$ cat src/rtl/stack_engine.sv
// Stack pointer with stack-page address generation and multi-byte push/pop burst sequencing.
// Optional sticky overflow/underflow guard enabled by defining STACK_GUARD_EN.
module stack_engine #(
  parameter int                SP_W      = 8,
  parameter int                PAGE_W    = 8,
  parameter logic [PAGE_W-1:0] PAGE      = 8'h01,
  parameter logic [SP_W-1:0]   SP_RESET  = 8'hFF,
  parameter int                MAX_BURST = 3,
  parameter int                CW        = $clog2(MAX_BURST + 1)
) (
  input  logic                   clk,
  input  logic                   reset,
  input  logic [SP_W-1:0]        data_in,
  input  logic                   load,
  input  logic                   push_req,
  input  logic                   pop_req,
  input  logic [CW-1:0]          len,
  input  logic                   err_clr,
  output logic                   busy,
  output logic [PAGE_W+SP_W-1:0] mem_addr,
  output logic                   mem_we,
  output logic                   mem_re,
  output logic [CW-1:0]          beat,
  output logic                   done,
  output logic [SP_W-1:0]        sp_out,
  output logic                   overflow,
  output logic                   underflow
);

  typedef enum logic [1:0] {IDLE, PUSH, POP} state_t;

  state_t          state_q, state_d;
  logic [SP_W-1:0] sp_q, sp_d;
  logic [CW-1:0]   len_q, len_d;
  logic [CW-1:0]   beat_q, beat_d;
  logic [SP_W-1:0] addr_off;
  logic [CW-1:0]   len_clamped;

  assign len_clamped = (len > CW'(MAX_BURST)) ? CW'(MAX_BURST) : len;

  // NOTE: every output of this block gets a default first, so no path leaves one unassigned and no latch is inferred.
  always_comb begin
    state_d  = state_q;
    sp_d     = sp_q;
    len_d    = len_q;
    beat_d   = beat_q;
    addr_off = sp_q;
    busy     = 1'b0;
    mem_we   = 1'b0;
    mem_re   = 1'b0;
    done     = 1'b0;
    case (state_q)
      IDLE: begin
        if (load) begin
          sp_d = data_in;
        end else if (push_req && len != '0) begin
          len_d   = len_clamped;
          beat_d  = '0;
          state_d = PUSH;
        end else if (pop_req && len != '0) begin
          len_d   = len_clamped;
          beat_d  = '0;
          state_d = POP;
        end
      end
      PUSH, POP: begin
        busy = 1'b1;
        if (state_q == PUSH) begin
          mem_we = 1'b1;
          sp_d   = sp_q - SP_W'(1);
        end else begin
          // Pre-increment: the pop reads the slot above the current SP.
          addr_off = sp_q + SP_W'(1);
          mem_re   = 1'b1;
          sp_d     = sp_q + SP_W'(1);
        end
        done = (beat_q == len_q - CW'(1));
        if (done) begin
          state_d = IDLE;
          beat_d  = '0;
        end else begin
          beat_d = beat_q + CW'(1);
        end
      end
      default: state_d = IDLE;
    endcase
  end

  // NOTE: sequential state uses non-blocking assignments so all registers update together at the edge.
  always_ff @(posedge clk or negedge reset) begin
    if (!reset) begin
      state_q <= IDLE;
      sp_q    <= SP_RESET;
      len_q   <= '0;
      beat_q  <= '0;
    end else begin
      state_q <= state_d;
      sp_q    <= sp_d;
      len_q   <= len_d;
      beat_q  <= beat_d;
    end
  end

  assign mem_addr = {PAGE, addr_off};
  assign beat     = beat_q;
  assign sp_out   = sp_q;

`ifdef STACK_GUARD_EN
  logic ovf_q, ovf_d;
  logic unf_q, unf_d;

  // A flag being set in the same cycle as err_clr wins over the clear.
  always_comb begin
    ovf_d = err_clr ? 1'b0 : ovf_q;
    unf_d = err_clr ? 1'b0 : unf_q;
    if (mem_we && sp_q == '0) ovf_d = 1'b1;
    if (mem_re && sp_q == '1) unf_d = 1'b1;
  end

  always_ff @(posedge clk or negedge reset) begin
    if (!reset) begin
      ovf_q <= 1'b0;
      unf_q <= 1'b0;
    end else begin
      ovf_q <= ovf_d;
      unf_q <= unf_d;
    end
  end

  assign overflow  = ovf_q;
  assign underflow = unf_q;
`else
  logic unused_err_clr;
  assign unused_err_clr = err_clr;
  assign overflow       = 1'b0;
  assign underflow      = 1'b0;
`endif

endmodule

$ cat config.mk
export PLATFORM = sky130hd
export DESIGN_NAME = stack_engine
export DESIGN_NICKNAME = d
export VERILOG_FILES = /design/src/rtl/stack_engine.sv
export SDC_FILE = /design/constraint.sdc
export NUM_CORES = 1
export LEC_CHECK = 0
export CAP_MARGIN = 0
export CORE_ASPECT_RATIO = 0.5
export CORE_UTILIZATION = 50
export CTS_BUF_LIST = sky130_fd_sc_hd__clkbuf_8
export DETAILED_ROUTE_END_ITERATION = 16
export PLACE_DENSITY_LB_ADDON = 0.12
export SLEW_MARGIN = 15
export SYNTH_ARGS = -nofsm -noshare
export SYNTH_HDL_FRONTEND = slang
export SYNTH_SLANG_ARGS = --single-unit
$ cat constraint.sdc
create_clock -name clk -period 5 [get_ports clk]
set_clock_uncertainty 0.15 [all_clocks]
set_input_delay 1.5 -clock clk [delete_from_list [all_inputs] [get_ports clk]]
set_output_delay 1.5 -clock clk [all_outputs]
set_load 0.05 [all_outputs]
Yosys cells after proc, flatten, opt, wreduce, memory -nomap -nowiden

Index checks and enable logic that the tools add are counted.

Bits in registers: 14
Latch bits: 0
RAM bits: 0
ROM bits: 0
Bits of input ports: 16
Output and inout port bits: 32
Memories: 0

$add $sub $neg: 4
Multiply operators: 0
Divide/modulo/power cells: 0
Magnitude comparators: 1
Equality and inequality tests: 7
Shift operators: 0
Muxes and demuxes: 24
Bitwise gates (word level): 1
Reductions and logical operators: 11

Operator list:

| operator              | count |
|---|---|
| $mux W8               | 4 |
| $mux W2               | 11 |
| $pmux W8 S2           | 1 |
| $reduce_and A3 Y1     | 3 |
| $add A8 B1 Y8 const B | 1 |
| $pmux W2 S2           | 2 |
| $sub A8 B1 Y8 const B | 1 |
| $mux W1               | 6 |
| $ne A2 B2 Y1 const B  | 3 |
| $reduce_bool A2 Y1    | 3 |
| $ne A3 B3 Y1 const B  | 1 |
| $add A2 B1 Y2 const B | 1 |
| $eq A2 B1 Y1 const B  | 1 |
| $eq A2 B2 Y1          | 1 |
| $eq A2 B2 Y1 const B  | 1 |
| $gt A2 B2 Y1 const B  | 1 |
| $logic_and A1 B1 Y1   | 2 |
| $logic_not A2 Y1      | 1 |
| $reduce_and A2 Y1     | 1 |
| $reduce_or A2 Y1      | 1 |
| $sub A2 B1 Y2 const B | 1 |
| $not A1 Y1            | 1 |

Logic depth before layout (Yosys ltp)

Depth after elaboration: 6
Mapped depth: 8
Depth with buffers taken out: 7

Worst setup path after synthesis

Ideal clock, no wire load.

Kind: register to output
Start point: register state_q[0]
End point: output port mem_addr[1]
Arrival time: 2.422 ns
Data required time: 3.350 ns
Setup slack: 0.928 ns
Cell stages (with the launch flop): 7
Path through: dfrtp_1 inv_1 ha_1 buf_6 inv_2 nor2_1 o21ai_0

Cells in the longest elaborated chain, start to end: 3

Ends and longest elaborated chain:

| element                                             | line   | RTL |
|---|---|---|
| start, declared                                     | 32     | `state_t state_q, state_d;` |
| start signal, assigned                              | 97     | `state_q <= state_d;` |
| $eq A2 B1 Y1 / $eq A2 B2 Y1 (equally long branches) | 52, 68 |  |
| $mux W8 / $reduce_or A2 Y1 (equally long branches)  | 68, 52 |  |
| $mux W8 *                                           | 52     | `case (state_q)` |
| end, declared                                       | 20     | `output logic [PAGE_W+SP_W-1:0] mem_addr,` |

Every way passes the cells marked *; elsewhere a longest branch is shown, timed or not.

Worst setup path in the final report

Start point: register state_q[1]
End point: output port mem_addr[6]

The elaborated chain is that of the path after synthesis.

==> results.md <==
* Worst Setup Slack post-DPL at 786.6 ps
* Initial core utilization at 0.5313
* WS Path Type: reg2out
* Area Growth Syn to Fin at 25.79%
* Wirelength, routed at 2970 µm
* Synth Instances at 161
* Worst Max-Slew Pin Slew at 678.7 ps
* Vias at 1270
* Main combinational cell family by area after synthesis: simple AND/OR/NAND/NOR gates
* Compound-Gate Fraction of Synth Area at 0.2090
* Layout Nets at 218
* Via count of the first global-routing pass at 1019
* Maximum number of pins on one net before global-route repair at 15
* Critical path fanouts, max at 11
* Worst slew margin relative to its limit at 0.5461
* Filler-free cell count of the finished design at 231
* FF+latch count, synth at 14
* Cell area after synthesis at 1383 µm²
* Setup repair after global routing missed its margin: no
* Period utilization at 0.8947
* Die Outline Area at 2992 µm²
* Final ANT Viol Nets at 0
* Data arrival time of the critical path at 2820 ps
* Total congestion overflow after global routing at 0
* Portion of the post-synthesis area used by sequential elements at 0.2606
* Proportion of register bits with asynchronous set or reset after synthesis at 1.000
* Register cell area after layout at 360.3 µm²
* Endpoint kind of the worst setup timing path: output pin
* Starting DRC count in detailed routing at 52
* Initial antenna violation count at 0
* Number of buffers on the longest clock path at 2
* Routability Congestion at 0.8053
* Dominant register cell in the synthesized netlist: sky130_fd_sc_hd__dfstp_2
* Filler instances at 233
* Post-placement cell count at 227
* Share of cells above drive strength 1 at 0.1598
* Placeable core region at 2603 µm²
* Clock buffers created by TritonCTS at 3
* Total negative setup slack at 0 ps
* Overall Global Routing Usage at 0.2113
* Max Cap Violations at 0
* Wire length of the first global-routing pass at 4740 µm
* Count of different cell masters after synthesis at 50
* Number of synthesized flops with an enable pin at 0
* Cts hold-fix bufs at 0
* Setup WS post-layout at 526.5 ps
* CTS tree: done
* Yosys warning total at 0
* Adder-cell share of the synthesized area at 0.06335
* Average vias per placed instance at 5.498
* Clock sink count at 14
* Area of combinational cells with multiple inputs at 864.6 µm²
* Count of pins on the block boundary at 48
* Cells resized by post-CTS repair at 0
* CP startpoint kind: flip-flop
* Crit path time final at 4474 ps
* Max-slew violation total from the final report at 0
* Routed length per instance at 12.86 µm
* Avg Cell Area, Syn at 8.587 µm²
* Root buffer cell: sky130_fd_sc_hd__clkbuf_8
* Cell row count at 13
* Worst EP required at 3350 ps
* DRC violation count after routing at 0
* Number of levels in the clock H-tree at 1
* Hold crit path type: reg2reg
* Count of endpoints failing hold in the final timing report at 0
* Quantity of I/O buffers inserted on ports at 36
* Die Height at 39.19 µm
* Antenna diode count at 0
* Post-CTS clock slew at the launch and capture registers of the worst setup and hold paths at 60 ps
* Number of buffers inserted to repair setup after CTS at 0
* Number of optimization iterations in the first detailed-route pass at 4
* X dimension of the die at 76.37 µm
* Total half-perimeter wirelength after legalization and detailed placement at 2266 µm
* Fraction of the mapped netlist area in simple logic gates at 0.2226
* Result of the run: finished, final reports clean
* Worst-Skew Late Latency at 250 ps
* Mux contribution to synthesized area at 0.04615
* Xor-xnor portion of the synthesized cell area at 0.05701
* Peak Freq at 0.2235 GHz
* Count of endpoints failing setup in the final report at 0
==> final cells by class <==
| cell class | count | share of cell area |
|---|---|---|
| multi-input combinational | 128 | 0.4971 |
| clock buffer | 4 | 0.03165 |
| timing repair buffer | 38 | 0.2158 |
| inverter | 10 | 0.02158 |
| tap | 37 | 0.02662 |
| sequential | 14 | 0.2072 |
==> path summary, 6_finish.rpt <==
check	to	cells after the start	slack, ps	start
max	mem_addr[6]	6	530	state_q[1]
min	state_q[0]	1	380	state_q[0]
max reg2reg	sp_out[7]	6	2790	state_q[0]
min reg2reg	state_q[0]	1	380	state_q[0]
max in group asynchronous	beat[0]	1	2750	reset
min in group asynchronous	state_q[1]	1	1520	reset
==> registers in the layout, indices dropped and copies added, names as in the netlist <==
| register | flops |
|---|---|
| state_q | 2 |
| beat | 2 |
| len_q | 2 |
| sp_out | 8 |
==> synth_stat cells (2+ instances only) <==
cell	instances	share of area
sky130_fd_sc_hd__conb_1	2	0.0054
sky130_fd_sc_hd__a211oi_1	2	0.011
sky130_fd_sc_hd__o211ai_1	2	0.011
sky130_fd_sc_hd__xor2_1	3	0.019
sky130_fd_sc_hd__mux2i_1	3	0.022
sky130_fd_sc_hd__buf_6	6	0.049
sky130_fd_sc_hd__dfrtp_1	6	0.11
sky130_fd_sc_hd__ha_1	7	0.063
sky130_fd_sc_hd__a2bb2oi_1	2	0.013
sky130_fd_sc_hd__nand4_1	3	0.014
sky130_fd_sc_hd__buf_4	11	0.060
sky130_fd_sc_hd__a31oi_1	2	0.0090
sky130_fd_sc_hd__o21ai_0	18	0.065
sky130_fd_sc_hd__nor2_1	8	0.022
sky130_fd_sc_hd__xnor2_1	6	0.038
sky130_fd_sc_hd__o22ai_1	2	0.0090
sky130_fd_sc_hd__a21oi_1	3	0.011
sky130_fd_sc_hd__nand2b_1	4	0.018
sky130_fd_sc_hd__nand3_1	3	0.011
sky130_fd_sc_hd__dfstp_2	8	0.15
sky130_fd_sc_hd__o2bb2ai_1	2	0.013
sky130_fd_sc_hd__inv_1	9	0.024
sky130_fd_sc_hd__nand2_1	12	0.033
sky130_fd_sc_hd__nor3_1	4	0.014
sky130_fd_sc_hd__mux2_2	3	0.024
sky130_fd_sc_hd__or3_1	2	0.0090
sky130_fd_sc_hd__and3_1	2	0.0090
sky130_fd_sc_hd__o31ai_1	3	0.016
sky130_fd_sc_hd__and2_2	2	0.011
==> cell families (layout without fill, tap and decap cells) <==
group | count (synthesis) | in the layout
AND/OR/NAND/NOR | 52 | 52
adder cells (fa/ha/maj) | 7 | 7
other | 2 | 10
AO/OA/AOI/OAI | 44 | 44
XOR/XNOR | 9 | 9
flip-flops | 14 | 14
multiplexers | 6 | 6
buffers and inverters | 27 | 52
==> routing by layer <==
metal  track usage  part of all wire  vias up
met5             0                 0        -
met4       0.02885            0.0020        0
met3       0.05647             0.086        2
met2        0.3559              0.43       58
met1        0.2809              0.48      577
li1              -                 -      633
==> placed cells by master (no fill, tap or decap), types with 6 or more instances in the layout <==
cell                              instances
sky130_fd_sc_hd__clkdlybuf4s50_1         36
sky130_fd_sc_hd__nand2_1                 12
sky130_fd_sc_hd__inv_1                    9
sky130_fd_sc_hd__nor2_1                   8
sky130_fd_sc_hd__dfstp_2                  8
sky130_fd_sc_hd__conb_1                  10
sky130_fd_sc_hd__o21ai_0                 18
sky130_fd_sc_hd__xnor2_1                  6
sky130_fd_sc_hd__dfrtp_1                  6
sky130_fd_sc_hd__ha_1                     7
==> worst max-delay path: stages, from the launching register on <==
cell and delay [ps]:
sky130_fd_sc_hd__dfrtp_1 380, sky130_fd_sc_hd__inv_1 70, sky130_fd_sc_hd__ha_1 510, sky130_fd_sc_hd__nand2b_1 240, sky130_fd_sc_hd__or3_4 430, sky130_fd_sc_hd__xnor2_1 130
sky130_fd_sc_hd__clkdlybuf4s50_1 810
==> through the flow <==
step | utilization | instance area [µm²] | hold slack [ps]
final | 0.6683 | 1739 | 381.2
after global routing | 0.6683 | 1739 | 410.1
after CTS | 0.6683 | 1739 | 388.6
after detailed placement | 0.6471 | 1684 | 370.3
after global placement | 0.6471 | 1684 | 367.0
after floorplan | - | 1413 | 331.4
Power is not shown: default switching activity piles up to over one toggle a cycle in this logic, so the estimate is an artifact.
